[src/rtl/mem_block_mover.sv]
// Block copy/fill initiator for a 32-entry single-port memory.
// Walks addresses in ascending order and returns a wrapping checksum of the words written.
module mem_block_mover #(
  parameter int WIDTH = 32
) (
  input  logic             clk,
  input  logic             rst,
  input  logic             start,
  input  logic             mode,
  input  logic [4:0]       src,
  input  logic [4:0]       dst,
  input  logic [5:0]       len,
  input  logic [WIDTH-1:0] pattern,
  output logic             busy,
  output logic             done,
  output logic [WIDTH-1:0] checksum,
  output logic             mem_cs,
  output logic             mem_we,
  output logic [4:0]       mem_addr,
  output logic [WIDTH-1:0] mem_wd,
  input  logic [WIDTH-1:0] mem_rd
);

  typedef enum logic [1:0] {
    IDLE = 2'd0,
    RD   = 2'd1,
    WR   = 2'd2,
    DONE = 2'd3
  } state_t;

  state_t           state;
  logic             mode_r;
  logic [4:0]       src_r;
  logic [4:0]       dst_r;
  logic [5:0]       len_r;
  logic [5:0]       idx;
  logic [WIDTH-1:0] pattern_r;
  logic [5:0]       len_c;
  logic [5:0]       idx_next;

  assign len_c    = (len > 6'd32) ? 6'd32 : len;
  assign idx_next = idx + 6'd1;

  // Port outputs are registered: each transition loads the values the next state drives.
  // In COPY, mem_wd doubles as the hold register for the word read in RD.
  always_ff @(posedge clk or posedge rst) begin
    if (rst) begin
      state     <= IDLE;
      busy      <= 1'b0;
      done      <= 1'b0;
      checksum  <= '0;
      mem_cs    <= 1'b0;
      mem_we    <= 1'b0;
      mem_addr  <= '0;
      mem_wd    <= '0;
      mode_r    <= 1'b0;
      src_r     <= '0;
      dst_r     <= '0;
      len_r     <= '0;
      idx       <= '0;
      pattern_r <= '0;
    end else begin
      // NOTE: sequential state uses non-blocking assignments so every register
      // sees the pre-edge values of the others, independent of statement order.
      unique case (state)
        IDLE: begin
          done <= 1'b0;
          if (start) begin
            mode_r    <= mode;
            src_r     <= src;
            dst_r     <= dst;
            len_r     <= len_c;
            pattern_r <= pattern;
            idx       <= '0;
            checksum  <= '0;
            busy      <= 1'b1;
            if (len_c == 6'd0) begin
              state <= DONE;
              done  <= 1'b1;
            end else if (!mode) begin
              state    <= RD;
              mem_cs   <= 1'b1;
              mem_we   <= 1'b0;
              mem_addr <= src;
            end else begin
              state    <= WR;
              mem_cs   <= 1'b1;
              mem_we   <= 1'b1;
              mem_addr <= dst;
              mem_wd   <= pattern;
            end
          end
        end

        RD: begin
          state    <= WR;
          mem_we   <= 1'b1;
          mem_addr <= dst_r + idx[4:0];
          mem_wd   <= mem_rd;
        end

        WR: begin
          checksum <= checksum + mem_wd;
          idx      <= idx_next;
          if (idx_next == len_r) begin
            state  <= DONE;
            done   <= 1'b1;
            mem_cs <= 1'b0;
            mem_we <= 1'b0;
          end else if (!mode_r) begin
            state    <= RD;
            mem_we   <= 1'b0;
            mem_addr <= src_r + idx_next[4:0];
          end else begin
            mem_addr <= dst_r + idx_next[4:0];
            mem_wd   <= pattern_r;
          end
        end

        DONE: begin
          state  <= IDLE;
          done   <= 1'b0;
          busy   <= 1'b0;
          mem_cs <= 1'b0;
          mem_we <= 1'b0;
        end

        default: state <= IDLE;
      endcase
    end
  end

endmodule

[config.mk]
export PLATFORM = sky130hd
export DESIGN_NAME = mem_block_mover
export DESIGN_NICKNAME = d
export VERILOG_FILES = /design/src/rtl/mem_block_mover.sv
export SDC_FILE = /design/constraint.sdc
export NUM_CORES = 1
export LEC_CHECK = 0
export BUFFER_PORTS_ARGS = -buffer_cell sky130_fd_sc_hd__buf_2
export CORE_AREA = 2 2 101 201
export CTS_CLUSTER_SIZE = 16
export DETAILED_ROUTE_END_ITERATION = 7
export DIE_AREA = 0 0 103 203
export PLACE_DENSITY_LB_ADDON = 0.25
export SLEW_MARGIN = 20
export SYNTH_ARGS = -nofsm -noshare
export SYNTH_HDL_FRONTEND = slang
export SYNTH_SLANG_ARGS = --single-unit
export TNS_END_PERCENT = 30
[constraint.sdc]
create_clock -name clk -period 3.7 [get_ports clk]
set_input_delay 0.185 -clock clk [delete_from_list [all_inputs] [get_ports clk]]
set_output_delay 0.185 -clock clk [all_outputs]
set_load 0.03 [all_outputs]
==> impl_results.md, run 1 <==
- Status: finished clean
- # setup viols final: 0
- Unique masters post-synth: 55
- Htree depth: 4
- Setup Buffers After CTS: 0
- CTS tree: yes
- Crit path largest cell delay: 0.38 ns
- Cell Chain, Critical Path: ha_1, inv_1, fa_1, nand2b_1, a21oi_1, o31a_1, a21oi_1, a31o_2, a211oi_2, o211ai_1, and3_1, o31ai_1
- Slew margin rel.: 0.543
- Chip Height: about 200 um
- Synth Area in Simple Gates: 0.123
- Final hold violation count: 0
- Main combinational cell family by area after synthesis: compound AO/OA/AOI/OAI gates
- Mapped Avg Cell Area: ~9.4 um2
- Layout cells sized above 1: 0.267
- Tot GR Track Use: 0.222
- Starting DRT DRC Count: between 200 and 300
- Post-Synth XOR/XNOR Area: 0.0502
- Worst slew pin tran: roughly 0.7 ns
- Cell Count, Final, Fillers Out: between 1000 and 1500
- Pwr Density: 1110 nW/um2
- Synth-to-Final Area Change: 24.0%
- Critical path class: register to register
- Crit path max fanout: 5
- Slowest cell on crit path: fa_1
- Drt pass-1 iters: 5
- Synth Warn #: 0
- Via density: around 5.3
- RSZ-0062 raised after global routing: false
- Synth Area in Compound Gates: 0.210
- Sequential area share after synthesis: 0.424
- Fin Setup TNS: 0 ns
- I/O pins: ~160
- Routed Antenna Nets: 0
- Die extent in x: just over 100 um
- Std-Cell Rows: between 70 and 80
- Fin. max-slew vios: 0
- Post-synthesis mux area share: 0.0811
- Vias in the first global route: between 6000 and 7000
- Global-route wire length before repair: 35400 um
- Arrival @ worst endpoint: approximately 3.3 ns
- FF+latch count, synth: 130
- Overflow after GRT: 0
- Design Area, Final: approximately 9500 um2
- Vias: 6615
- Asr flop ratio synth: 1.00
- Setup WS pre-CTS: a little under 0.8 ns
- Half-perimeter wire length after placement: 16700 um
- Total Wirelength: ~22000 um
- Post-synthesis cell area: around 7700 um2
- Max Clk Rate: 0.339 GHz
- CTS Sinks: 130
- Setup slack after layout: approximately 0.75 ns
- Post-synth EDFFs: 0
- Initial antenna violation count: 5
- Die area: about 21000 um2
- CP top delay family: compound AO/OA/AOI/OAI gates
- Final Skew: about 0.012 ns
- CP Capture Type: register
- Clock root cell: clkbuf_16
- CTS Buf Count: 17
- Main flop type after synthesis: dfrtp_1
- Longest Clk Path Bufs: 2
- Fin crit share: 0.797
- Type of the worst min-delay path: input port to register
- Nets: 1111
- Area post-placement: 8730 um2
- Most Frequent Cell on Critical Path: a21oi_1
- Placed insts: 1200
- Worst-skew pair later-pin latency: between 0.4 and 0.5 ns
- # DRC: 0
- VDD IR max: approximately 0.00064 V
- Crit path buffers/inverters: 1
- # port buffers: 156
- Starting Density: 0.398
- Pin count of the biggest net entering global routing: around 110
- Net count after synthesis: 946
- Required time worst endpoint: 4.02 ns
- P_leak: 4.62 nW
- Min Tclk post-route: between 2 and 3 ns
- GPL Wtd Cong: between 0.8 and 0.9
- Synth Area in Adders: 0.0812
- Tot Pwr: 10.6 mW
- Reg clk slew, reported paths: 0.06 ns
- Post-Synthesis Cells: 814
- Crit path launch type: register
- Core ar.: 19300 um2
- Avg WL per Cell: 17.9 um
- Max-Cap Viols: 0
## synth_stat cells, drive strengths merged, types with 4 or more instances
| master | n | area share |
|---|---|---|
| mux2 | 49 | 0.072 |
| mux2i | 7 | 0.0091 |
| a211o | 4 | 0.0047 |
| nand2b | 11 | 0.0090 |
| nor2 | 21 | 0.010 |
| buf | 12 | 0.0064 |
| a21oi | 41 | 0.027 |
| o211ai | 6 | 0.0078 |
| xor2 | 25 | 0.029 |
| clkbuf | 30 | 0.015 |
| inv | 19 | 0.0093 |
| nand3 | 10 | 0.0082 |
| nor3 | 4 | 0.0041 |
| and3 | 8 | 0.0065 |
| dfrtp | 130 | 0.42 |
| nand2 | 138 | 0.068 |
| o21ai | 125 | 0.082 |
| a21boi | 4 | 0.0039 |
| a22oi | 33 | 0.032 |
| ha | 45 | 0.073 |
| a21o | 22 | 0.022 |
| a31oi | 4 | 0.0033 |
| and2 | 6 | 0.0052 |
| xnor2 | 19 | 0.022 |
| a22o | 5 | 0.0057 |
## cell families (layout without fill, tap and decap cells)
kind of cell	count (synthesis)	after routing
flip-flops	130	130
AO/OA/AOI/OAI	263	263
XOR/XNOR	44	44
buffers and inverters	61	237
multiplexers	56	56
AND/OR/NAND/NOR	212	212
adder cells (fa/ha/maj)	48	48
other	0	4
## per-layer routing
layer	track usage	up-vias	part of all wire
met5	0	-	0.00049
met4	0.113	2	0.044
met3	0.0365	49	0.035
met2	0.406	162	0.55
met1	0.237	3169	0.37
li1	-	3233	-
## metrics by stage
step | hold WS, ns | util
after floorplan | 0.333 | -
after global placement | 0.432 | 0.453
after detailed placement | 0.434 | 0.453
after CTS | 0.000326 | 0.491
after global routing | 0.00192 | 0.493
final | 0.0163 | 0.493
## final cells by class
class | instances | area (um2)
fill | 1902 | 9770
multi-input combinational | 623 | 4200
sequential | 130 | 3250
timing repair buffer | 188 | 1090
clock buffer | 25 | 515
tap | 259 | 324
inverter | 19 | 76.3
clock inverter | 5 | 50.0
antenna | 4 | 10.0
## where the power goes
part | internal [mW] | leakage, nW | total (mW) | switching (mW)
clock | 1.02 | 0.285 | 1.64 | 0.621
combinational | 2.37 | 2.74 | 6.24 | 3.87
sequential | 2.14 | 1.60 | 2.71 | 0.569
## cell usage in the layout, fill, tap and decap left out, types with 9 or more instances in the layout
cell,n
a21o_1,21
a21oi_1,41
a22oi_1,33
buf_2,156
buf_4,13
clkbuf_16,17
dfrtp_1,130
dlygate4sd3_1,18
ha_1,43
inv_1,18
mux2_2,49
nand2_1,137
nand2b_1,11
nand3_1,9
nor2_1,21
o21ai_0,122
xnor2_1,19
xor2_1,25
## flip-flops by register name (all words and copies together) (netlist names)
signal,flops
busy,1
checksum,32
done,1
dst_r,5
idx,6
len_r,6
mem_addr,5
mem_cs,1
mem_wd,32
mem_we,1
mode_r,1
pattern_r,32
src_r,5
state,2
## worst paths after layout
| check | start | end | slack, ns | cells after the start |
|---|---|---|---|---|
| worst max-delay path | mem_wd[0]$_DFFE_PP0P_ | checksum[28]$_DFFE_PP0P_ | 0.75 | 12 |
| max in group asynchronous | rst | mem_wd[26]$_DFFE_PP0P_ | 2.50 | 5 |
| min in group asynchronous | rst | len_r[2]$_DFFE_PP0P_ | 0.28 | 3 |
| worst max register to register | mem_wd[0]$_DFFE_PP0P_ | checksum[28]$_DFFE_PP0P_ | 0.75 | 12 |
| worst min-delay path | pattern[22] | pattern_r[22]$_DFFE_PP0P_ | 0.02 | 2 |
| worst min register to register | mem_addr[4]$_DFFE_PP0P_ | mem_addr[4]$_DFFE_PP0P_ | 0.49 | 2 |
## timing repair
| item | CTS | global route |
|---|---|---|
| hold buffers | 17 | 1 |
| resized for setup | 0 | 0 |
| endpoints found under the hold margin | 17 | 30 |
(Power assumes the default switching activity.)
==> run 2: changes to the inputs <==
==> constraint.sdc (replaced) <==
create_clock -name clk -period 2.7 [get_ports clk]
set_input_delay 0.135 -clock clk [delete_from_list [all_inputs] [get_ports clk]]
set_output_delay 0.135 -clock clk [all_outputs]
set_load 0.03 [all_outputs]
==> run 2 against run 1 <==
Net effect: sequential share of layout area shrank 1.9 points; die area stayed put; non-clock buffer count grew 49; clock power increased by 49%; power rose by 42%; combinational power rose by 44%; worst hold slack lost 0.0031 ns; via count up 2.8%; critical path depth unchanged; sequential cell count did not move; final cell count up 3.8%; clock skew is 0.0018 ns lower; largest power group unchanged; highest routed layer is now met4.
==> impl_results.md, run 2 (synthesized netlist as in run 1, its figures left out) <==
- Area post-placement: 8920 um2 (was 8730 um2)
- Min Tclk post-route: 2.63 ns (was 2.95 ns)
- Drt pass-1 iters: 5 (unchanged)
- Met3 Wirelength: 872 um (was 772 um)
- Crit path buffers/inverters: 1 (unchanged)
- Arrival @ worst endpoint: 2.95 ns (was 3.27 ns)
- Wire length on met2: 11800 um (was 12300 um)
- Initial antenna violation count: 1 (was 5)
- Via density: 5.23 (was 5.28)
- # port buffers: 156 (unchanged)
- Routed Antenna Nets: 0 (unchanged)
- VDD IR max: 0.000728 V (was 0.000635 V)
- Crit path largest cell delay: 0.35 ns (was 0.38 ns)
- # DRC: 0 (unchanged)
- Starting DRT DRC Count: 295 (was 268)
- Chip Height: 203 um (unchanged)
- Status: finished clean (unchanged)
- Uppermost layer routed: met4 (was met5)
- Longest Clk Path Bufs: 2 (unchanged)
- Layout cells sized above 1: 0.285 (was 0.267)
- Post-Route M1 WL: 8500 um (was 8290 um)
- Max-Cap Viols: 0 (unchanged)
- CTS Buf Count: 17 (unchanged)
- Std-Cell Rows: 72 (unchanged)
- Overflow after GRT: 0 (unchanged)
- Pin count of the biggest net entering global routing: 65 (was 106)
- Nets: 1160 (was 1111)
- Worst slew pin tran: 0.595 ns (was 0.686 ns)
- Half-perimeter wire length after placement: 16300 um (was 16700 um)
- Top flop regs: checksum (32), mem_wd (32), pattern_r (32) (unchanged)
- Tot Pwr: 15.0 mW (was 10.6 mW)
- Total Wirelength: 22300 um (was 22400 um)
- Global-route wire length before repair: 34900 um (was 35400 um)
- Most frequent cells in the layout: buf_2, nand2_1, dfrtp_1 (unchanged)
- Die area: 20900 um2 (unchanged)
- Final Skew: 0.0101 ns (was 0.0119 ns)
- # setup viols final: 0 (unchanged)
- Synth-to-Final Area Change: 31.4% (was 24.0%)
- Max Clk Rate: 0.380 GHz (was 0.339 GHz)
- Cell Chain, Critical Path: ha_2, inv_1, fa_2, nand2b_4, a21oi_2, o31a_1, a21oi_2, a31o_4, a211oi_4, o211ai_1, and3_1, o31ai_1 (was ha_1, inv_1, fa_1, nand2b_1, a21oi_1, o31a_1, a21oi_1, a31o_2, a211oi_2, o211ai_1, and3_1, o31ai_1)
- Reg clk slew, reported paths: 0.06 ns (about the same)
- Crit path max fanout: 4 (was 5)
- Starting Density: 0.398 (unchanged)
- Final hold violation count: 0 (unchanged)
- CTS Sinks: 130 (unchanged)
- Slew margin rel.: 0.603 (was 0.543)
- Tot GR Track Use: 0.217 (was 0.222)
- Fin. max-slew vios: 0 (unchanged)
- Type of the worst min-delay path: input port to register (unchanged)
- Clock root cell: clkbuf_16 (unchanged)
- CTS tree: yes (unchanged)
- GPL Wtd Cong: 0.841 (was 0.861)
- Htree depth: 4 (unchanged)
- Most Frequent Cell on Critical Path: a21oi_2 (was a21oi_1)
- Vias in the first global route: 6971 (was 6800)
- CP top delay family: compound AO/OA/AOI/OAI gates (unchanged)
- Commonest non-fill, non-tap cell in the layout: buf_2 (unchanged)
- Required time worst endpoint: 3.02 ns (was 4.02 ns)
- Pwr Density: 1490 nW/um2 (was 1110 nW/um2)
- Core ar.: 19300 um2 (unchanged)
- Critical path class: register to register (unchanged)
- P_leak: 4.87 nW (was 4.62 nW)
- Design Area, Final: 10100 um2 (was 9510 um2)
- I/O pins: 157 (unchanged)
- Avg WL per Cell: 17.1 um (was 17.9 um)
- Worst-skew pair later-pin latency: 0.42 ns (about the same)
- CP Capture Type: register (unchanged)
- Slowest cell on crit path: dfrtp_1 (was fa_1)
- RSZ-0062 raised after global routing: true (was false)
- Die extent in x: 103 um (unchanged)
- Vias: 6801 (was 6615)
- Crit path launch type: register (unchanged)
- # fillers: 1846 (was 1902)
- Fin crit share: 0.974 (was 0.797)
[run 2: cell types whose count changed in the layout (fill, tap and decap cells not counted), moves of 3 or more]
cell | previous run | this run
a21oi_1 | 41 | 38
clkbuf_8 | 6 | 1
diode_2 | 4 | 1
buf_12 | 0 | 3
buf_4 | 13 | 32
ha_1 | 43 | 40
bufinv_16 | 1 | 4
dlygate4sd3_1 | 18 | 46
clkinvlp_4 | 0 | 5
a21oi_2 | 0 | 3
[run 2: through the flow]
stage               cells  utilization  TNS (ns)  hold slack (ns)  setup WS [ns]
floorplan             814            -   -0.0640            0.283        -0.0640
global placement     1221        0.463   -0.0445            0.284        -0.0445
detailed placement   1221        0.463    -0.106            0.292         -0.106
CTS                  1300        0.521         0         0.000634        0.00637
global route         1300        0.523    -0.142          0.00118        -0.0643
finish               1301        0.523         0           0.0132         0.0697
[run 2: worst paths after layout]
| check | startpoint | to | cells after the start | slack (ns) |
|---|---|---|---|---|
| max | checksum[0]$_DFFE_PP0P_ | checksum[28]$_DFFE_PP0P_ | 12 | 0.07 |
| min | pattern[8] | pattern_r[8]$_DFFE_PP0P_ | 2 | 0.01 |
| max reg2reg | checksum[0]$_DFFE_PP0P_ | checksum[28]$_DFFE_PP0P_ | 12 | 0.07 |
| min reg2reg | mem_addr[3]$_DFFE_PP0P_ | mem_addr[3]$_DFFE_PP0P_ | 2 | 0.49 |
| max in group asynchronous | rst | checksum[22]$_DFFE_PP0P_ | 4 | 1.91 |
| min in group asynchronous | rst | checksum[7]$_DFFE_PP0P_ | 4 | 0.38 |
[run 2: repair_timing]
item,4_1_cts,5_1_grt
endpoints found under the hold margin,175,0
pin swaps,5,2
setup buffers,1,0
setup endpoints to repair,1,9
resized for setup,4,7
cloned,0,0
hold buffers,46,0
[run 2: area by class of cell]
| type | count | area, um2 | area share |
|---|---|---|---|
| clock buffer | 18 | 439 | 0.0436 |
| multi-input combinational | 623 | 4260 | 0.423 |
| clock inverter | 14 | 188 | 0.0186 |
| inverter | 19 | 75.1 | 0.00745 |
| antenna | 1 | 2.50 | 0.000248 |
| sequential | 130 | 3250 | 0.323 |
| timing repair buffer | 237 | 1540 | 0.153 |
| tap | 259 | 324 | 0.0321 |
[run 2: worst reg2reg max path, cell delays in order, from the launching register on]
cell	delay, ns
dfrtp_1	0.35
ha_2	0.18
inv_1	0.05
fa_2	0.33
nand2b_4	0.15
a21oi_2	0.16
o31a_1	0.23
a21oi_2	0.11
a31o_4	0.26
a211oi_4	0.22
o211ai_1	0.12
and3_1	0.20
o31ai_1	0.20
[run 2: per-layer routing]
layer | global-route usage | up-vias
met4 | 0.115 | 0
met5 | 0 | -
met2 | 0.381 | 176
met3 | 0.0399 | 54
li1 | - | 3319
met1 | 0.241 | 3252
[run 2: where the power goes]
part / leakage, nW / switching, mW / internal (mW)
registers: 1.60 / 0.697 / 2.93
logic: 2.97 / 5.42 / 3.54
clock network: 0.298 / 0.882 / 1.56
==> run 3: changes to the inputs <==
--- a/config.mk
+++ b/config.mk
@@ -5,6 +5,7 @@
 export SDC_FILE = /design/constraint.sdc
 export NUM_CORES = 1
 export LEC_CHECK = 0
+export ABC_CLOCK_PERIOD_IN_PS = 3150
 export BUFFER_PORTS_ARGS = -buffer_cell sky130_fd_sc_hd__buf_2
 export CORE_AREA = 2 2 101 201
 export CTS_CLUSTER_SIZE = 16
==> constraint.sdc (replaced) <==
create_clock -name clk -period 3.15 [get_ports clk]
set_input_delay 0.1575 -clock clk [delete_from_list [all_inputs] [get_ports clk]]
set_output_delay 0.1575 -clock clk [all_outputs]
set_load 0.03 [all_outputs]
==> run 3 against run 2 <==
Net effect: via count fell by 1.9%; first-iteration DRC count fell by 23%; worst hold slack barely moved.
==> impl_results.md, run 3 (synthesized netlist as in run 1, its figures left out) <==
- Initial antenna violation count: 1 (unchanged)
- Reg clk slew, reported paths: 0.05 ns (was 0.06 ns)
- # DRC: 0 (unchanged)
- RSZ-0062 raised after global routing: false (was true)
- Crit path max fanout: 5 (was 4)
- Avg WL per Cell: 17.0 um (was 17.1 um)
- Fin Setup TNS: 0 ns (unchanged)
- CTS Buf Count: 17 (unchanged)
- Max Clk Rate: 0.341 GHz (was 0.380 GHz)
- Final design utilization: 0.509 (was 0.523)
- CTS Sinks: 130 (unchanged)
- Final hold violation count: 0 (unchanged)
- Crit path launch type: register (unchanged)
- Fin crit share: 0.931 (was 0.974)
- Fin. max-slew vios: 0 (unchanged)
- WHS: 0.0130 ns (was 0.0132 ns)
- Synth-to-Final Area Change: 27.9% (was 31.4%)
- Tot GR Track Use: 0.216 (was 0.217)
- Commonest non-fill, non-tap cell in the layout: buf_2 (unchanged)
- Top flop regs: checksum (32), mem_wd (32), pattern_r (32) (unchanged)
- Starting Density: 0.398 (unchanged)
- Htree depth: 4 (unchanged)
- Nets: 1136 (was 1160)
- Vias in the first global route: 6873 (was 6971)
- Most frequent cells in the layout: buf_2, nand2_1, dfrtp_1 (unchanged)
- Status: finished clean (unchanged)
- Longest Clk Path Bufs: 2 (unchanged)
- Std-Cell Rows: 72 (unchanged)
- Total Wirelength: 21800 um (was 22300 um)
- Setup WS pre-CTS: 0.261 ns (was -0.106 ns)
- Min Tclk post-route: 2.93 ns (was 2.63 ns)
- CP Capture Type: register (unchanged)
- Arrival @ worst endpoint: 3.25 ns (was 2.95 ns)
- Setup slack after layout: 0.219 ns (was 0.0697 ns)
- # fillers: 1860 (was 1846)
- Via density: 5.23 (about the same)
- P_leak: 4.73 nW (was 4.87 nW)
- Half-perimeter wire length after placement: 15800 um (was 16300 um)
- Overflow after GRT: 0 (unchanged)
- Starting DRT DRC Count: 228 (was 295)
- I/O pins: 157 (unchanged)
- Die extent in x: 103 um (unchanged)
- Die area: 20900 um2 (unchanged)
- Max-Cap Viols: 0 (unchanged)
- Core ar.: 19300 um2 (unchanged)
- Slew margin rel.: 0.483 (was 0.603)
- Type of the worst min-delay path: input port to register (unchanged)
- Routed Antenna Nets: 0 (unchanged)
- GPL Wtd Cong: 0.820 (was 0.841)
- # setup viols final: 0 (unchanged)
- Worst-skew pair later-pin latency: 0.42 ns (about the same)
- Required time worst endpoint: 3.47 ns (was 3.02 ns)
- Pwr Density: 1280 nW/um2 (was 1490 nW/um2)
- Vias: 6675 (was 6801)
- CTS tree: yes (unchanged)
- Critical path class: register to register (unchanged)
- Pin count of the biggest net entering global routing: 131 (was 65)
- Clock root cell: clkbuf_16 (unchanged)
- Final Skew: 0.0124 ns (was 0.0101 ns)
- Layout cells sized above 1: 0.263 (was 0.285)
- VDD IR max: 0.000914 V (was 0.000728 V)
- # port buffers: 156 (unchanged)
- Global-route wire length before repair: 34800 um (was 34900 um)
- Drt pass-1 iters: 4 (was 5)
- Chip Height: 203 um (unchanged)
- Worst slew pin tran: 0.775 ns (was 0.595 ns)
run 3: cell count changes in the layout (fill, tap and decap cells not counted), sizes merged:
cell,delta
buf,-21
clkbuf,+4
dlygate4sd3,-3
bufinv,-1
clkinv,-2
clkinvlp,-1
run 3: routing by layer:
layer,track usage,vias to the layer above,routed length [um]
li1,-,3287,-
met5,0,-,0
met4,0.109,0,894
met3,0.0344,57,713
met1,0.247,3160,8450
met2,0.378,171,11700
run 3: layout make-up:
cell class / count / area [um2] / area share
clock inverters: 10 / 133 / 0.0135
clock buffers: 22 / 464 / 0.0473
diodes: 1 / 2.50 / 0.000255
multi-input cells: 623 / 4220 / 0.430
well taps: 259 / 324 / 0.0330
repair buffers: 213 / 1340 / 0.137
inverters: 19 / 75.1 / 0.00765
flip-flops and latches: 130 / 3250 / 0.332
run 3: final timing paths:
| check | from | to | slack (ns) | depth (start not counted) |
|---|---|---|---|---|
| setup reg to reg | checksum[0]$_DFFE_PP0P_ | checksum[28]$_DFFE_PP0P_ | 0.22 | 12 |
| max in group asynchronous | rst | checksum[24]$_DFFE_PP0P_ | 2.06 | 4 |
| min in group asynchronous | rst | len_r[3]$_DFFE_PP0P_ | 0.45 | 4 |
| hold / removal | pattern[7] | pattern_r[7]$_DFFE_PP0P_ | 0.01 | 2 |
| setup / recovery | checksum[0]$_DFFE_PP0P_ | checksum[28]$_DFFE_PP0P_ | 0.22 | 12 |
| hold reg to reg | mem_addr[0]$_DFFE_PP0P_ | mem_addr[0]$_DFFE_PP0P_ | 0.49 | 2 |
run 3: power breakdown:
part	total, mW	switching [mW]	internal (mW)	leakage [nW]
clock network	2.02	0.742	1.28	0.286
logic	7.41	4.56	2.85	2.84
registers	3.12	0.604	2.51	1.60
run 3: repair_timing:
item	CTS	global route
gates resized for setup	0	4
setup endpoints to repair	0	1
hold buffers	43	0
buffers inserted	0	1
hold endpoints to repair	85	0
run 3: stage by stage:
| step | instance area, um2 | instances | power [mW] |
|---|---|---|---|
| 2_1_floorplan | 7680 | 814 | 8.50 |
| 3_3_place_gp | 8750 | 1200 | 10.4 |
| 3_5_place_dp | 8750 | 1200 | 10.5 |
| 4_1_cts | 9780 | 1275 | 12.6 |
| 5_1_grt | 9810 | 1276 | 13.6 |
| 6_report | 9810 | 1277 | 12.6 |
run 3: critical path: stages, from the launching register on:
cell,delay (ns)
dfrtp_1,0.37
ha_1,0.17
inv_1,0.05
fa_1,0.37
nand2b_1,0.20
a21oi_2,0.16
o31a_1,0.23
a21oi_1,0.13
a31o_4,0.27
a211oi_4,0.24
o211ai_1,0.16
and3_1,0.23
o31ai_2,0.23
